## config.mk

```make
export PLATFORM = sky130hd
export DESIGN_NAME = hazard_controller_flat
export DESIGN_NICKNAME = d
export VERILOG_FILES = /design/src/rtl/hazard_controller_if.sv /design/src/rtl/hazard_controller.sv /design/src/flat_wrapper.sv
export SDC_FILE = /design/constraint.sdc
export NUM_CORES = 1
export LEC_CHECK = 0
export ABC_AREA = 1
export BUFFER_PORTS_ARGS = -buffer_cell sky130_fd_sc_hd__buf_2
export CORE_UTILIZATION = 52
export DETAILED_ROUTE_END_ITERATION = 16
export GPL_TIMING_DRIVEN = 0
export MAX_ROUTING_LAYER = met4
export PLACE_DENSITY_LB_ADDON = 0.1
export REMOVE_ABC_BUFFERS = 1
export SLEW_MARGIN = 25
export SYNTH_ARGS = -nofsm -noshare
export SYNTH_HDL_FRONTEND = slang
export SYNTH_SLANG_ARGS = --single-unit
```

## constraint.sdc

```tcl
create_clock -name clk -period 1.5 [get_ports clk]
set_input_delay 0.3 -clock clk [delete_from_list [all_inputs] [get_ports clk]]
set_output_delay 0.3 -clock clk [all_outputs]
set_load 0.02 [all_outputs]
```

## src/rtl/hazard_controller_if.sv

```systemverilog
// Pipeline hazard control bundle: ID/EX/MEM status in, pipeline enables,
// bubbles, flushes and performance counters out.
interface hazard_controller_if #(
  parameter int CNT_W = 32
);
  // Status from the pipeline
  logic [4:0]       id_rs1;
  logic [4:0]       id_rs2;
  logic             id_uses_rs1;
  logic             id_uses_rs2;
  logic [4:0]       ex_rd;
  logic [1:0]       ex_memory_rw;
  logic             ex_register_write;
  logic             ex_branch_taken;
  logic             mem_valid;
  logic             mem_ready;
  // Control back to the pipeline
  logic             pc_write;
  logic             if_id_write;
  logic             if_id_flush;
  logic             id_ex_bubble;
  logic             pipe_hold;
  logic             mem_wb_bubble;
  logic [CNT_W-1:0] stall_cycles;
  logic [CNT_W-1:0] flush_count;
  logic             mem_timeout;

  // Pipeline side
  modport master (
    output id_rs1, id_rs2, id_uses_rs1, id_uses_rs2, ex_rd, ex_memory_rw,
           ex_register_write, ex_branch_taken, mem_valid, mem_ready,
    input  pc_write, if_id_write, if_id_flush, id_ex_bubble, pipe_hold,
           mem_wb_bubble, stall_cycles, flush_count, mem_timeout
  );

  // Hazard controller side
  modport slave (
    input  id_rs1, id_rs2, id_uses_rs1, id_uses_rs2, ex_rd, ex_memory_rw,
           ex_register_write, ex_branch_taken, mem_valid, mem_ready,
    output pc_write, if_id_write, if_id_flush, id_ex_bubble, pipe_hold,
           mem_wb_bubble, stall_cycles, flush_count, mem_timeout
  );
endinterface

```

## src/rtl/hazard_controller.sv

```systemverilog
// Pipeline sequencer for the 5-stage RV32I core: load-use stalls, taken-branch
// flushes, data-memory wait states, plus stall/flush performance counters.
module hazard_controller #(
  parameter int LOAD_LAT    = 1,
  parameter int MEM_TIMEOUT = 255,
  parameter int CNT_W       = 32
) (
  input  logic                clk,
  input  logic                rst_n,
  hazard_controller_if.slave  hz
);

  // memory_rw encodings shared with the decoder
  localparam logic [1:0]  M_X = 2'd0;
  localparam logic [1:0]  M_R = 2'd1;
  localparam logic [1:0]  M_W = 2'd2;

  localparam logic [3:0]  LAT_M1  = 4'(LOAD_LAT - 1);
  localparam logic [15:0] TO_LIM  = 16'(MEM_TIMEOUT);
  localparam logic [15:0] WAIT_MX = 16'hFFFF;

  typedef enum logic [1:0] {RUN, LD_STALL, MEM_WAIT} state_t;

  state_t      state_q, state_d, ret_q, ret_d, eff_state;
  logic [3:0]  rem_q, rem_d;
  logic [15:0] wait_q, wait_d;
  logic        mem_wait, load_use, flush_inc;
  logic        pc_write, if_id_write, if_id_flush, id_ex_bubble, pipe_hold, mem_wb_bubble;

  assign mem_wait = hz.mem_valid & ~hz.mem_ready;
  assign load_use = (hz.ex_memory_rw == M_R) & hz.ex_register_write & (hz.ex_rd != 5'd0) &
                    ((hz.id_uses_rs1 & (hz.id_rs1 == hz.ex_rd)) |
                     (hz.id_uses_rs2 & (hz.id_rs2 == hz.ex_rd)));

  // While parked in MEM_WAIT, a cycle without a wait behaves as the saved state,
  // so the ready cycle already does useful work (e.g. consumes a load stall).
  assign eff_state = (state_q == MEM_WAIT) ? ret_q : state_q;

  // Next state and same-cycle pipeline control
  always_comb begin
    // NOTE: every output and next-state term gets a default first so no path infers a latch.
    state_d       = state_q;
    ret_d         = ret_q;
    rem_d         = rem_q;
    wait_d        = '0;
    flush_inc     = 1'b0;
    pc_write      = 1'b1;
    if_id_write   = 1'b1;
    if_id_flush   = 1'b0;
    id_ex_bubble  = 1'b0;
    pipe_hold     = 1'b0;
    mem_wb_bubble = 1'b0;

    if (mem_wait) begin
      pc_write      = 1'b0;
      if_id_write   = 1'b0;
      pipe_hold     = 1'b1;
      mem_wb_bubble = 1'b1;
      state_d       = MEM_WAIT;
      ret_d         = eff_state;
      wait_d        = (wait_q == WAIT_MX) ? wait_q : wait_q + 16'd1;
    end else begin
      case (eff_state)
        LD_STALL: begin
          pc_write     = 1'b0;
          if_id_write  = 1'b0;
          id_ex_bubble = 1'b1;
          if (rem_q <= 4'd1) begin
            state_d = RUN;
            rem_d   = '0;
          end else begin
            state_d = LD_STALL;
            rem_d   = rem_q - 4'd1;
          end
        end
        default: begin
          state_d = RUN;
          if (hz.ex_branch_taken) begin
            // ID is flushed, so a coincident load-use no longer matters
            if_id_write  = 1'b0;
            if_id_flush  = 1'b1;
            id_ex_bubble = 1'b1;
            flush_inc    = 1'b1;
          end else if (load_use) begin
            pc_write     = 1'b0;
            if_id_write  = 1'b0;
            id_ex_bubble = 1'b1;
            if (LOAD_LAT > 1) begin
              state_d = LD_STALL;
              rem_d   = LAT_M1;
            end
          end
        end
      endcase
    end

    // NOTE: reset also forces the combinational controls, since they must show
    // their reset values while rst_n is low, not only after the next edge.
    if (!rst_n) begin
      pc_write      = 1'b0;
      if_id_write   = 1'b0;
      if_id_flush   = 1'b0;
      id_ex_bubble  = 1'b1;
      pipe_hold     = 1'b0;
      mem_wb_bubble = 1'b1;
      flush_inc     = 1'b0;
    end
  end

  // State, wait tracking, counters and sticky timeout
  always_ff @(posedge clk or negedge rst_n) begin
    if (!rst_n) begin
      state_q         <= RUN;
      ret_q           <= RUN;
      rem_q           <= '0;
      wait_q          <= '0;
      hz.stall_cycles <= '0;
      hz.flush_count  <= '0;
      hz.mem_timeout  <= 1'b0;
    end else begin
      // NOTE: non-blocking assignments so every register samples pre-edge values.
      state_q <= state_d;
      ret_q   <= ret_d;
      rem_q   <= rem_d;
      wait_q  <= wait_d;
      if (!pc_write)                       hz.stall_cycles <= hz.stall_cycles + 1'b1;
      if (flush_inc)                       hz.flush_count  <= hz.flush_count + 1'b1;
      if (mem_wait && (wait_d >= TO_LIM))  hz.mem_timeout  <= 1'b1;
    end
  end

  assign hz.pc_write      = pc_write;
  assign hz.if_id_write   = if_id_write;
  assign hz.if_id_flush   = if_id_flush;
  assign hz.id_ex_bubble  = id_ex_bubble;
  assign hz.pipe_hold     = pipe_hold;
  assign hz.mem_wb_bubble = mem_wb_bubble;

endmodule

```

## src/flat_wrapper.sv

```systemverilog
// flat-port wrapper written by rule: the top's interface ports become plain ports
module hazard_controller_flat 
#(
  parameter int LOAD_LAT    = 1,
  parameter int MEM_TIMEOUT = 255,
  parameter int CNT_W       = 32
)
  (clk, rst_n, hz_id_rs1, hz_id_rs2, hz_id_uses_rs1, hz_id_uses_rs2, hz_ex_rd, hz_ex_memory_rw, hz_ex_register_write, hz_ex_branch_taken, hz_mem_valid, hz_mem_ready, hz_pc_write, hz_if_id_write, hz_if_id_flush, hz_id_ex_bubble, hz_pipe_hold, hz_mem_wb_bubble, hz_stall_cycles, hz_flush_count, hz_mem_timeout);
  hazard_controller_if #(.CNT_W(CNT_W)) hz_i ();
  input  logic clk;
  input  logic rst_n;
  input wire logic [$bits(hz_i.id_rs1)-1:0] hz_id_rs1;
  input wire logic [$bits(hz_i.id_rs2)-1:0] hz_id_rs2;
  input wire logic [$bits(hz_i.id_uses_rs1)-1:0] hz_id_uses_rs1;
  input wire logic [$bits(hz_i.id_uses_rs2)-1:0] hz_id_uses_rs2;
  input wire logic [$bits(hz_i.ex_rd)-1:0] hz_ex_rd;
  input wire logic [$bits(hz_i.ex_memory_rw)-1:0] hz_ex_memory_rw;
  input wire logic [$bits(hz_i.ex_register_write)-1:0] hz_ex_register_write;
  input wire logic [$bits(hz_i.ex_branch_taken)-1:0] hz_ex_branch_taken;
  input wire logic [$bits(hz_i.mem_valid)-1:0] hz_mem_valid;
  input wire logic [$bits(hz_i.mem_ready)-1:0] hz_mem_ready;
  output wire logic [$bits(hz_i.pc_write)-1:0] hz_pc_write;
  output wire logic [$bits(hz_i.if_id_write)-1:0] hz_if_id_write;
  output wire logic [$bits(hz_i.if_id_flush)-1:0] hz_if_id_flush;
  output wire logic [$bits(hz_i.id_ex_bubble)-1:0] hz_id_ex_bubble;
  output wire logic [$bits(hz_i.pipe_hold)-1:0] hz_pipe_hold;
  output wire logic [$bits(hz_i.mem_wb_bubble)-1:0] hz_mem_wb_bubble;
  output wire logic [$bits(hz_i.stall_cycles)-1:0] hz_stall_cycles;
  output wire logic [$bits(hz_i.flush_count)-1:0] hz_flush_count;
  output wire logic [$bits(hz_i.mem_timeout)-1:0] hz_mem_timeout;
  assign hz_i.id_rs1 = hz_id_rs1;
  assign hz_i.id_rs2 = hz_id_rs2;
  assign hz_i.id_uses_rs1 = hz_id_uses_rs1;
  assign hz_i.id_uses_rs2 = hz_id_uses_rs2;
  assign hz_i.ex_rd = hz_ex_rd;
  assign hz_i.ex_memory_rw = hz_ex_memory_rw;
  assign hz_i.ex_register_write = hz_ex_register_write;
  assign hz_i.ex_branch_taken = hz_ex_branch_taken;
  assign hz_i.mem_valid = hz_mem_valid;
  assign hz_i.mem_ready = hz_mem_ready;
  assign hz_pc_write = hz_i.pc_write;
  assign hz_if_id_write = hz_i.if_id_write;
  assign hz_if_id_flush = hz_i.if_id_flush;
  assign hz_id_ex_bubble = hz_i.id_ex_bubble;
  assign hz_pipe_hold = hz_i.pipe_hold;
  assign hz_mem_wb_bubble = hz_i.mem_wb_bubble;
  assign hz_stall_cycles = hz_i.stall_cycles;
  assign hz_flush_count = hz_i.flush_count;
  assign hz_mem_timeout = hz_i.mem_timeout;
  hazard_controller #(.LOAD_LAT(LOAD_LAT), .MEM_TIMEOUT(MEM_TIMEOUT), .CNT_W(CNT_W)) u_core (.clk(clk), .rst_n(rst_n), .hz(hz_i));
endmodule
```

==> out/qor.yml, run 1 <==
n_antenna_cell: 0
p_sw_frac: 0.3409
r2r-end: "u_core.hz.flush_count[14]"
dpl.hpwl_mm: 10.10
core-area_um2: 10420
reg2reg_slack_ns: -0.46
clkPwrFrac: 0.288
io_pins: 96
power_density_nw_per_um2: 791.1
worstSkewPairLatency_ns: 0.38
ys_warn_count: 0
outcome: "finished, violations left"
cts_made_buffers: 9
route.detailed.drc: 0
synth_cells: 776
antenna_found_initial: 0
die_x_um: 106.3
endpoint_kind: "output port"
io_buffers: 95
viasPerCell: 5.478
p_sw_uw: 2011
hold_violations: 0
synth-seq-cells: 89
violations: "negative setup slack"
tns_ns: -19.08
start_util: 0.5433
fin_worst_skew_ns: 0.006965
vdd_drop_max_mv: 0.7645
drt_pass1_iterations: 5
cp_max_fo: 3
fmax_mhz: 502.2
cap_violations: 0
min_delay_worst_endpoint: "u_core.wait_q[6]"
rsz0062_at_grt: "yes"
gp_congestion: 0.9008
power.leakage_uw: 0.003902
p_comb_frac: 0.227
synth_ff_type: "dfrtp_1"
vias: 5845
nNetsFinal: 956
first_global_vias: 5479
whs_path_depth: 3
postSynthAreaPerCell_um2: 7.293
drive_gt1_frac: 0.2943
ys_seq_area_frac: 0.3935
ant_nets: 0
root_buffer: "clkbuf_8"
synth_enable_flop_cells: 0
grtUsageTotal: 0.3103
fin_crit_ns: 1.991
worstMarginPinSlew_ns: 0.6262
grt_overflow: 0
crit_path_start_kind: "flop"
required_ns: 1.20
rows: 37
routed_wirelength_mm: 16.81
arrival_ns: 1.69
grt_start_max_net_pins: 57
htree_levels: 3
maxSlewHeadroom: 0.5821
power.internal_uw: 3888
area_growth_pct: 31.77
r2r-start: "u_core.state_q[1]"
min_path_type: "input port to flop"
slew_viol_final: 0
netlist_area_um2: 5659
drtIter0Drc: 434
cts.sinks: 89
ys_async_sr_fraction: 1.000
fin_ws_ns: -0.4911
die_y_um: 106.3
final.period_utilization: 1.327
clock_path_buffers: 2
tritoncts: "yes"
dieArea_um2: 11300
ys_types: 36
reg2reg_depth: 10
report.final.setup_viol: 69
grt_pass1_wl_mm: 26.58
wl_per_cell_um: 15.75
hold_start: "hz_mem_ready"
clk_pin_slew_ns: 0.09
crit_type: "flop to output port"
final_util: 0.7159
seqPwrFrac: 0.485
==> cells by family (layout without fill, tap and decap cells) <==
logic type	Yosys count	count (layout)	share of synthesized area
AND/OR/NAND/NOR	472	477	0.3816
buffers and inverters	108	258	0.07561
flip-flops	89	89	0.3935
XOR/XNOR	68	68	0.1052
AO/OA/AOI/OAI	34	34	0.03294
adder cells (fa/ha/maj)	5	5	0.01105
==> flip-flops by register name, summed over array words and instances (netlist names) <==
signal / cells
u_core.rem_q: 4
u_core.state_q: 2
u_core.hz.stall_cycles: 32
u_core.hz.mem_timeout: 1
u_core.wait_q: 16
u_core.ret_q: 2
u_core.hz.flush_count: 32
==> synth_stat cells, types with 9 or more instances <==
library cell	number	share of area
nand2_1	241	0.16
nor3_1	24	0.021
o21ai_0	13	0.011
nand3_1	71	0.063
nand4_1	26	0.029
nor2_2	9	0.0099
nand2_2	10	0.011
xor2_1	42	0.065
dfrtp_1	89	0.39
inv_1	83	0.055
nor2_1	69	0.046
buf_2	12	0.011
xnor2_1	26	0.040
==> critical path, stage by stage, from the launching register on <==
cell	delay (ns)
dfrtp_1	0.41
a21o_1	0.19
nand2_2	0.09
nand3_4	0.11
nor2_4	0.24
buf_8	0.16
buf_6	0.11
==> worst max-delay path by stage <==
| stage | startpoint | end | depth (start not counted) |
|---|---|---|---|
| floorplan | hz_mem_valid | hz_pc_write | 6 |
| global placement | rst_n | hz_pc_write | 6 |
| detailed placement | hz_mem_valid | hz_pc_write | 8 |
| CTS | u_core.ret_q[0] | hz_if_id_flush | 6 |
| global route | u_core.state_q[0] | hz_if_id_flush | 6 |
| finish | u_core.state_q[1] | hz_if_id_flush | 6 |
==> what timing repair did <==
action / 4_1_cts / 5_1_grt
hold endpoints to repair: 33 / 0
endpoints found under the setup margin: 87 / 74
hold buffers: 2 / 0
pin swaps: 14 / 14
setup buffers: 25 / 25
cloned: 6 / 3
resized for setup: 80 / 44
==> routing by layer <==
layer | track usage | share of wire
met5 | - | 0
met4 | 0.1200 | 0.030
met2 | 0.4963 | 0.49
met1 | 0.3859 | 0.40
met3 | 0.06438 | 0.077
==> area by class of cell <==
type                            count  area (um2)
Sequential cell                    89        2237
Clock buffer                       11       141.4
Inverter                           91       376.6
Timing Repair Buffer              149        1059
Tap cell                          136       170.2
Timing Repair inverter              2       17.52
Clock inverter                      5       55.05
Multi-Input combinational cell    584        3401
Fill cell                         831        2959
==> power by group through the flow <==
stage,combinational [uW],clock (uW),sequential [uW]
3_3_place_gp,1040,0,2870
4_1_cts,1270,1730,2850
5_1_grt,1460,1840,2890
6_report,1340,1700,2860
2_1_floorplan,496,0,3030
3_5_place_dp,1090,0,2870
==> cells in the final DEF, fill, tap and decap left out, drive strengths merged, types with 5 or more instances in the layout <==
| cell type | count |
|---|---|
| nor3 | 32 |
| ha | 5 |
| buf | 146 |
| xor2 | 42 |
| inv | 91 |
| nand3 | 73 |
| nor2 | 83 |
| xnor2 | 26 |
| nand4 | 29 |
| nand2 | 254 |
| o21ai | 20 |
| clkbuf | 13 |
| a21oi | 5 |
| dfrtp | 89 |
==> per-stage QoR <==
| step | cells | setup WS [ns] | hold slack [ns] | cell area [um2] | total power [uW] |
|---|---|---|---|---|---|
| after global placement | 990 | -3.481 | 0.4684 | 6218 | 3916 |
| after CTS | 1040 | -0.5156 | 0.4750 | 7071 | 5850 |
| final | 1067 | -0.4911 | 0.3577 | 7457 | 5899 |
| after detailed placement | 991 | -1.743 | 0.2203 | 6257 | 3959 |
| after global routing | 1067 | -0.5608 | 0.3691 | 7457 | 6180 |
| after floorplan | 759 | -1.235 | 0.004409 | 5573 | 3523 |
Power figures use the tool's default switching activity.
==> run 2: changes to the inputs <==
- BUFFER_PORTS_ARGS: -buffer_cell sky130_fd_sc_hd__buf_2 -> default
- CORE_UTILIZATION: 52 -> 58
- DONT_BUFFER_PORTS: default -> 1
- SKIP_LAST_GASP: default -> 1
==> run 2 against run 1 <==
Effect of this change: the flow finishes with violations (negative hold slack, negative setup slack); critical endpoint is now hz_pc_write; sequential cell count did not move; global-route usage rose by 1.9 points; worst setup slack got worse by 0.10 ns; count of clock-buffer cells in the layout fell by 2.
==> out/qor.yml, run 2 (same netlist as run 1, synthesis figures left out) <==
final_util: 0.7201  # was 0.7159
maxSlewHeadroom: 0.6111  # was 0.5821
fin_ws_ns: -0.5923  # was -0.4911 ns
io_pins: 96  # unchanged
cts.sinks: 89  # unchanged
die_x_um: 100.8  # was 106.3 um
routed_wirelength_mm: 15.45  # was 16.81 mm
io_buffers: 0  # was 95
n_antenna_cell: 0  # unchanged
tns_ns: -28.03  # was -19.08 ns
dieArea_um2: 10160  # was 11300 um2
crit_type: "flop to output port"  # unchanged
vdd_drop_max_mv: 1.063  # was 0.7645 mV
first_global_vias: 5223  # was 5479
cts_made_buffers: 9  # unchanged
nNetsFinal: 839  # was 956
final_common_cell: "nand2_1"  # unchanged
viasPerCell: 5.727  # was 5.478
worstSkewPairLatency_ns: 0.36  # was 0.38 ns
ant_nets: 0  # unchanged
arrival_ns: 1.79  # was 1.69 ns
rsz0062_at_grt: "yes"  # unchanged
reg2reg_depth: 11  # was 10
mostFrequentLayoutCells: "233 x nand2_1, 81 x inv_1, 63 x nand3_1"  # was 223 x nand2_1, 90 x buf_2, 82 x inv_1
dpl.hpwl_mm: 9.349  # was 10.10 mm
cap_violations: 0  # unchanged
power_density_nw_per_um2: 871.1  # was 791.1 nW/um2
core-area_um2: 9328  # was 10420 um2
area_growth_pct: 18.68  # was 31.77%
fin_worst_skew_ns: 0.007997  # was 0.006965 ns
r2r-start: "u_core.state_q[1]"  # unchanged
cp_max_fo: 6  # was 3
start_util: 0.6067  # was 0.5433
grt_start_max_net_pins: 93  # was 57
violations: "negative hold slack, negative setup slack"  # was negative setup slack
htree_levels: 3  # unchanged
outcome: "finished, violations left"  # unchanged
required_ns: 1.20  # about the same
report.final.setup_viol: 75  # was 69
die_y_um: 100.8  # was 106.3 um
route.detailed.drc: 0  # unchanged
multi_input_area_um2: 3402  # was 3401 um2
gp_congestion: 0.9128  # was 0.9008
holdWs_ns: -0.3805  # was 0.3577 ns
crit_path_start_kind: "flop"  # unchanged
seqCellArea_um2: 2266  # was 2237 um2
drive_gt1_frac: 0.2017  # was 0.2943
power.leakage_uw: 0.003229  # was 0.003902 uW
clock_path_buffers: 2  # unchanged
wl_per_cell_um: 16.40  # was 15.75 um
antenna_found_initial: 0  # unchanged
worstMarginPinSlew_ns: 0.5820  # was 0.6262 ns
fin_crit_ns: 2.092  # was 1.991 ns
vias: 5395  # was 5845
drtIter0Drc: 282  # was 434
fmax_mhz: 477.9  # was 502.2 MHz
endpoint_kind: "output port"  # unchanged
rows: 35  # was 37
fillers: 729  # was 831
grtUsageTotal: 0.3293  # was 0.3103
hold_violations: 89  # was 0
reg2reg_slack_ns: -0.52  # was -0.46 ns
clk_pin_slew_ns: 0.09  # about the same
final.period_utilization: 1.395  # was 1.327
tritoncts: "yes"  # unchanged
largestRegisters: "u_core.hz.flush_count x32, u_core.hz.stall_cycles x32, u_core.wait_q x16"  # unchanged
min_path_type: "input port to asynchronous set/reset pin"  # was input port to flop
slew_viol_final: 0  # unchanged
drt_pass1_iterations: 4  # was 5
r2r-end: "u_core.hz.flush_count[13]"  # was u_core.hz.flush_count[14]
root_buffer: "clkbuf_8"  # unchanged
grt_pass1_wl_mm: 25.23  # was 26.58 mm
grt_overflow: 0  # unchanged
-- run 2: how the worst max path moves through the flow --
stage                     cells past startpoint         startpoint     endpoint
after floorplan                               6       hz_mem_valid  hz_pc_write
final                                         6  u_core.state_q[1]  hz_pc_write
after global placement                        6       hz_mem_valid  hz_pc_write
after detailed placement                      6       hz_mem_valid  hz_pc_write
after CTS                                     6    u_core.ret_q[0]  hz_pc_write
after global routing                          6  u_core.state_q[0]  hz_pc_write
-- run 2: metal layers --
metal,wire length [um],GRT usage,vias to the layer above
met5,0,-,-
met4,602,0.1516,0
li1,-,-,2551
met2,7406,0.5258,239
met3,1216,0.06796,49
met1,6226,0.4023,2556
-- run 2: layout make-up --
class | count | area share
clock buffers | 9 | 0.01844
multi-input cells | 587 | 0.5065
repair inverters | 2 | 0.003726
repair buffers | 29 | 0.04247
inverters | 91 | 0.05365
flip-flops and latches | 89 | 0.3374
clock inverters | 6 | 0.01379
well taps | 129 | 0.02403
-- run 2: critical path: stages (launching register included) --
cell     delay [ns]
dfrtp_1        0.41
a21o_1         0.19
nand2_2        0.10
nand3_4        0.09
nor2_4         0.47
inv_12         0.05
nand2_8        0.11
-- run 2: where the power goes --
group          switching (uW)  internal [uW]  leakage [uW]  total (uW)
clock                     919            938      0.000102        1860
sequential                543           2590       0.00115        3140
combinational             507            350       0.00198         857
total                    1970           3880       0.00323        5850
-- run 2: metrics by stage --
stage                     std cells  setup slack (ns)  hold WS, ns  total power, uW  area [um2]
after floorplan                 759            -1.235     0.004409             3523        5573
after global placement          888            -2.092     0.006544             3677        5734
after detailed placement        888            -1.497     0.006627             3719        5739
after CTS                       937           -0.6323      -0.3946             5808        6580
after global routing            942           -0.6920      -0.4050             6085        6716
final                           942           -0.5923      -0.3805             5850        6716
-- run 2: repair_timing --
action,4_1_cts,5_1_grt
gates cloned,10,0
gates resized for setup,90,25
pin swaps,20,6
setup buffers,24,5
endpoints found under the hold margin,89,89
endpoints found under the setup margin,86,81
==> run 3: changes to the inputs <==
- CORE_ASPECT_RATIO: default -> 0.7
- RECOVER_POWER: default -> 25
==> run 3 against run 2 <==
Effect of this change: the run still ends with negative hold slack, negative setup slack left; clock skew down 0.00061 ns; routed wire length rose by 7.4%; power grew 7.1%; design area is 3.7% higher; sequential power about the same; combinational power increased by 3.3%; non-clock buffer count shrank 1; critical path depth unchanged; sequential share of layout area is 1.0 points lower; critical path type unchanged; critical endpoint unchanged; highest routed layer unchanged.
==> out/qor.yml, run 3 (same netlist as run 1, synthesis figures left out) <==
outcome: "finished, violations left"  # unchanged
violations: "negative hold slack, negative setup slack"  # unchanged
seqPwrFrac: 0.506  # was 0.536
drt_pass1_iterations: 5  # was 4
hold_violations: 89  # unchanged
crit_path_start_kind: "flop"  # unchanged
p_comb_frac: 0.141  # was 0.146
report.final.setup_viol: 75  # unchanged
first_global_vias: 5070  # was 5223
dpl.hpwl_mm: 9.780  # was 9.349 mm
cp_max_fo: 6  # unchanged
required_ns: 1.20  # about the same
finalPower_uw: 6264  # was 5850 uW
final_cell_area_um2: 6967  # was 6716 um2
r2r-start: "u_core.ret_q[0]"  # was u_core.state_q[1]
power.leakage_uw: 0.003312  # was 0.003229 uW
clk_pin_slew_ns: 0.06  # was 0.09 ns
fin_worst_skew_ns: 0.007384  # was 0.007997 ns
holdWs_ns: -0.3484  # was -0.3805 ns
core-area_um2: 9253  # was 9328 um2
clkPwrFrac: 0.353  # was 0.318
io_buffers: 0  # unchanged
endpoint_kind: "output port"  # unchanged
die_y_um: 84.65  # was 100.8 um
reg2reg_slack_ns: -0.47  # was -0.52 ns
largestRegisters: "u_core.hz.flush_count x32, u_core.hz.stall_cycles x32, u_core.wait_q x16"  # unchanged
fin_ws_ns: -0.5618  # was -0.5923 ns
power_density_nw_per_um2: 899.1  # was 871.1 nW/um2
worstSkewPairLatency_ns: 0.35  # was 0.36 ns
gp_congestion: 0.9523  # was 0.9128
die_x_um: 120.1  # was 100.8 um
critPathTopFamily: "simple AND/OR/NAND/NOR gates"  # unchanged
antenna_found_initial: 0  # unchanged
vias: 5500  # was 5395
arrival_ns: 1.76  # was 1.79 ns
tns_ns: -23.22  # was -28.03 ns
drive_gt1_frac: 0.2568  # was 0.2017
reg2reg_depth: 10  # was 11
grt_pass1_wl_mm: 25.60  # was 25.23 mm
slew_viol_final: 0  # unchanged
worst-path-buf-inv: 1  # unchanged
fin_crit_ns: 2.062  # was 2.092 ns
grt_start_max_net_pins: 93  # unchanged
cpPeakStageDelay_ns: 0.46  # was 0.47 ns
power.internal_uw: 4266  # was 3881 uW
n_antenna_cell: 0  # unchanged
cap_violations: 0  # unchanged
final.period_utilization: 1.375  # was 1.395
placed_cell_area_um2: 5733  # was 5739 um2
crit_chain: "a21o_1 > nand2_2 > nand3_4 > nor2_4 > inv_8 > nand2_8"  # was a21o_1 > nand2_2 > nand3_4 > nor2_4 > inv_12 > nand2_8
area_growth_pct: 23.10  # was 18.68%
io_pins: 96  # unchanged
route.detailed.drc: 0  # unchanged
cts_made_buffers: 9  # unchanged
worstMarginPinSlew_ns: 0.5993  # was 0.5820 ns
crit_type: "flop to output port"  # unchanged
start_util: 0.6116  # was 0.6067
root_buffer: "clkbuf_16"  # was clkbuf_8
viasPerCell: 5.864  # was 5.727
routed_wirelength_mm: 16.59  # was 15.45 mm
fmax_mhz: 485.0  # was 477.9 MHz
vdd_drop_max_mv: 0.7712  # was 1.063 mV
cpMaxStageDelayCell: "nor2_4"  # unchanged
cp-endpoint: "hz_pc_write"  # unchanged
drtIter0Drc: 505  # was 282
cp-startpoint: "u_core.ret_q[0]"  # was u_core.state_q[1]
dieArea_um2: 10160  # about the same
rsz0062_at_grt: "yes"  # unchanged
ant_nets: 0  # unchanged
cp.depth: 6  # unchanged
tritoncts: "yes"  # unchanged
nNetsFinal: 839  # unchanged
grtUsageTotal: 0.3358  # was 0.3293
grt_overflow: 0  # unchanged
clock_path_buffers: 2  # unchanged
min_path_type: "input port to asynchronous set/reset pin"  # unchanged
maxSlewHeadroom: 0.5990  # was 0.6111
p_sw_frac: 0.3189  # was 0.3367
p_sw_uw: 1997  # was 1970 uW
htree_levels: 3  # unchanged
rows: 29  # was 35
mostFrequentLayoutCells: "201 x nand2_1, 82 x inv_1, 62 x nor2_1"  # was 233 x nand2_1, 81 x inv_1, 63 x nand3_1
cts.sinks: 89  # unchanged
final_common_cell: "nand2_1"  # unchanged
wl_per_cell_um: 17.68  # was 16.40 um
r2r-end: "u_core.hz.stall_cycles[13]"  # was u_core.hz.flush_count[13]
## run 3: per-layer routing
| layer | share of wire | GRT usage |
|---|---|---|
| met3 | 0.10 | 0.1046 |
| met1 | 0.42 | 0.4436 |
| met2 | 0.44 | 0.4901 |
| met4 | 0.034 | 0.1068 |
| met5 | 0 | - |
## run 3: per-stage QoR
stage               setup WS, ns  instances  utilization
CTS                      -0.5761        924       0.6961
finish                   -0.5618        938       0.7529
global route             -0.6055        938       0.7529
detailed placement        -1.525        883       0.6196
floorplan                 -1.235        759            -
global placement          -2.071        883       0.6191
## run 3: power groups by stage
stage	Clock [uW]	Combinational, uW	Sequential [uW]
2_1_floorplan	0	496	3030
3_3_place_gp	0	574	3110
3_5_place_dp	0	602	3120
4_1_cts	2250	737	3090
5_1_grt	2330	972	3200
6_report	2210	885	3170
## run 3: cell type report
cell class	instances	area, um2
multi-input cells	588	3560
fillers	698	2286
flip-flops and latches	89	2281
inverters	91	355.3
repair buffers	28	302.8
clock buffers	15	287.8
well taps	124	155.1
repair inverters	2	17.52
clock inverters	1	7.507
## run 3: timing repair
item                                    CTS  global route
resized for setup                        44           126
endpoints found under the hold margin    89            89
endpoints found under the setup margin   86            85
setup buffers                            15            12
pin swaps                                11            36
gates cloned                             10             2
## run 3: worst min-delay path by stage
stage                                to  slack, ns  cells after the start
2_1_floorplan  u_core.hz.flush_count[0]      0.004                      0
3_3_place_gp          u_core.wait_q[14]      0.007                      0
3_5_place_dp          u_core.wait_q[14]      0.007                      0
4_1_cts                u_core.wait_q[7]      -0.36                      0
5_1_grt                u_core.wait_q[7]      -0.37                      0
6_report              u_core.wait_q[14]      -0.35                      0
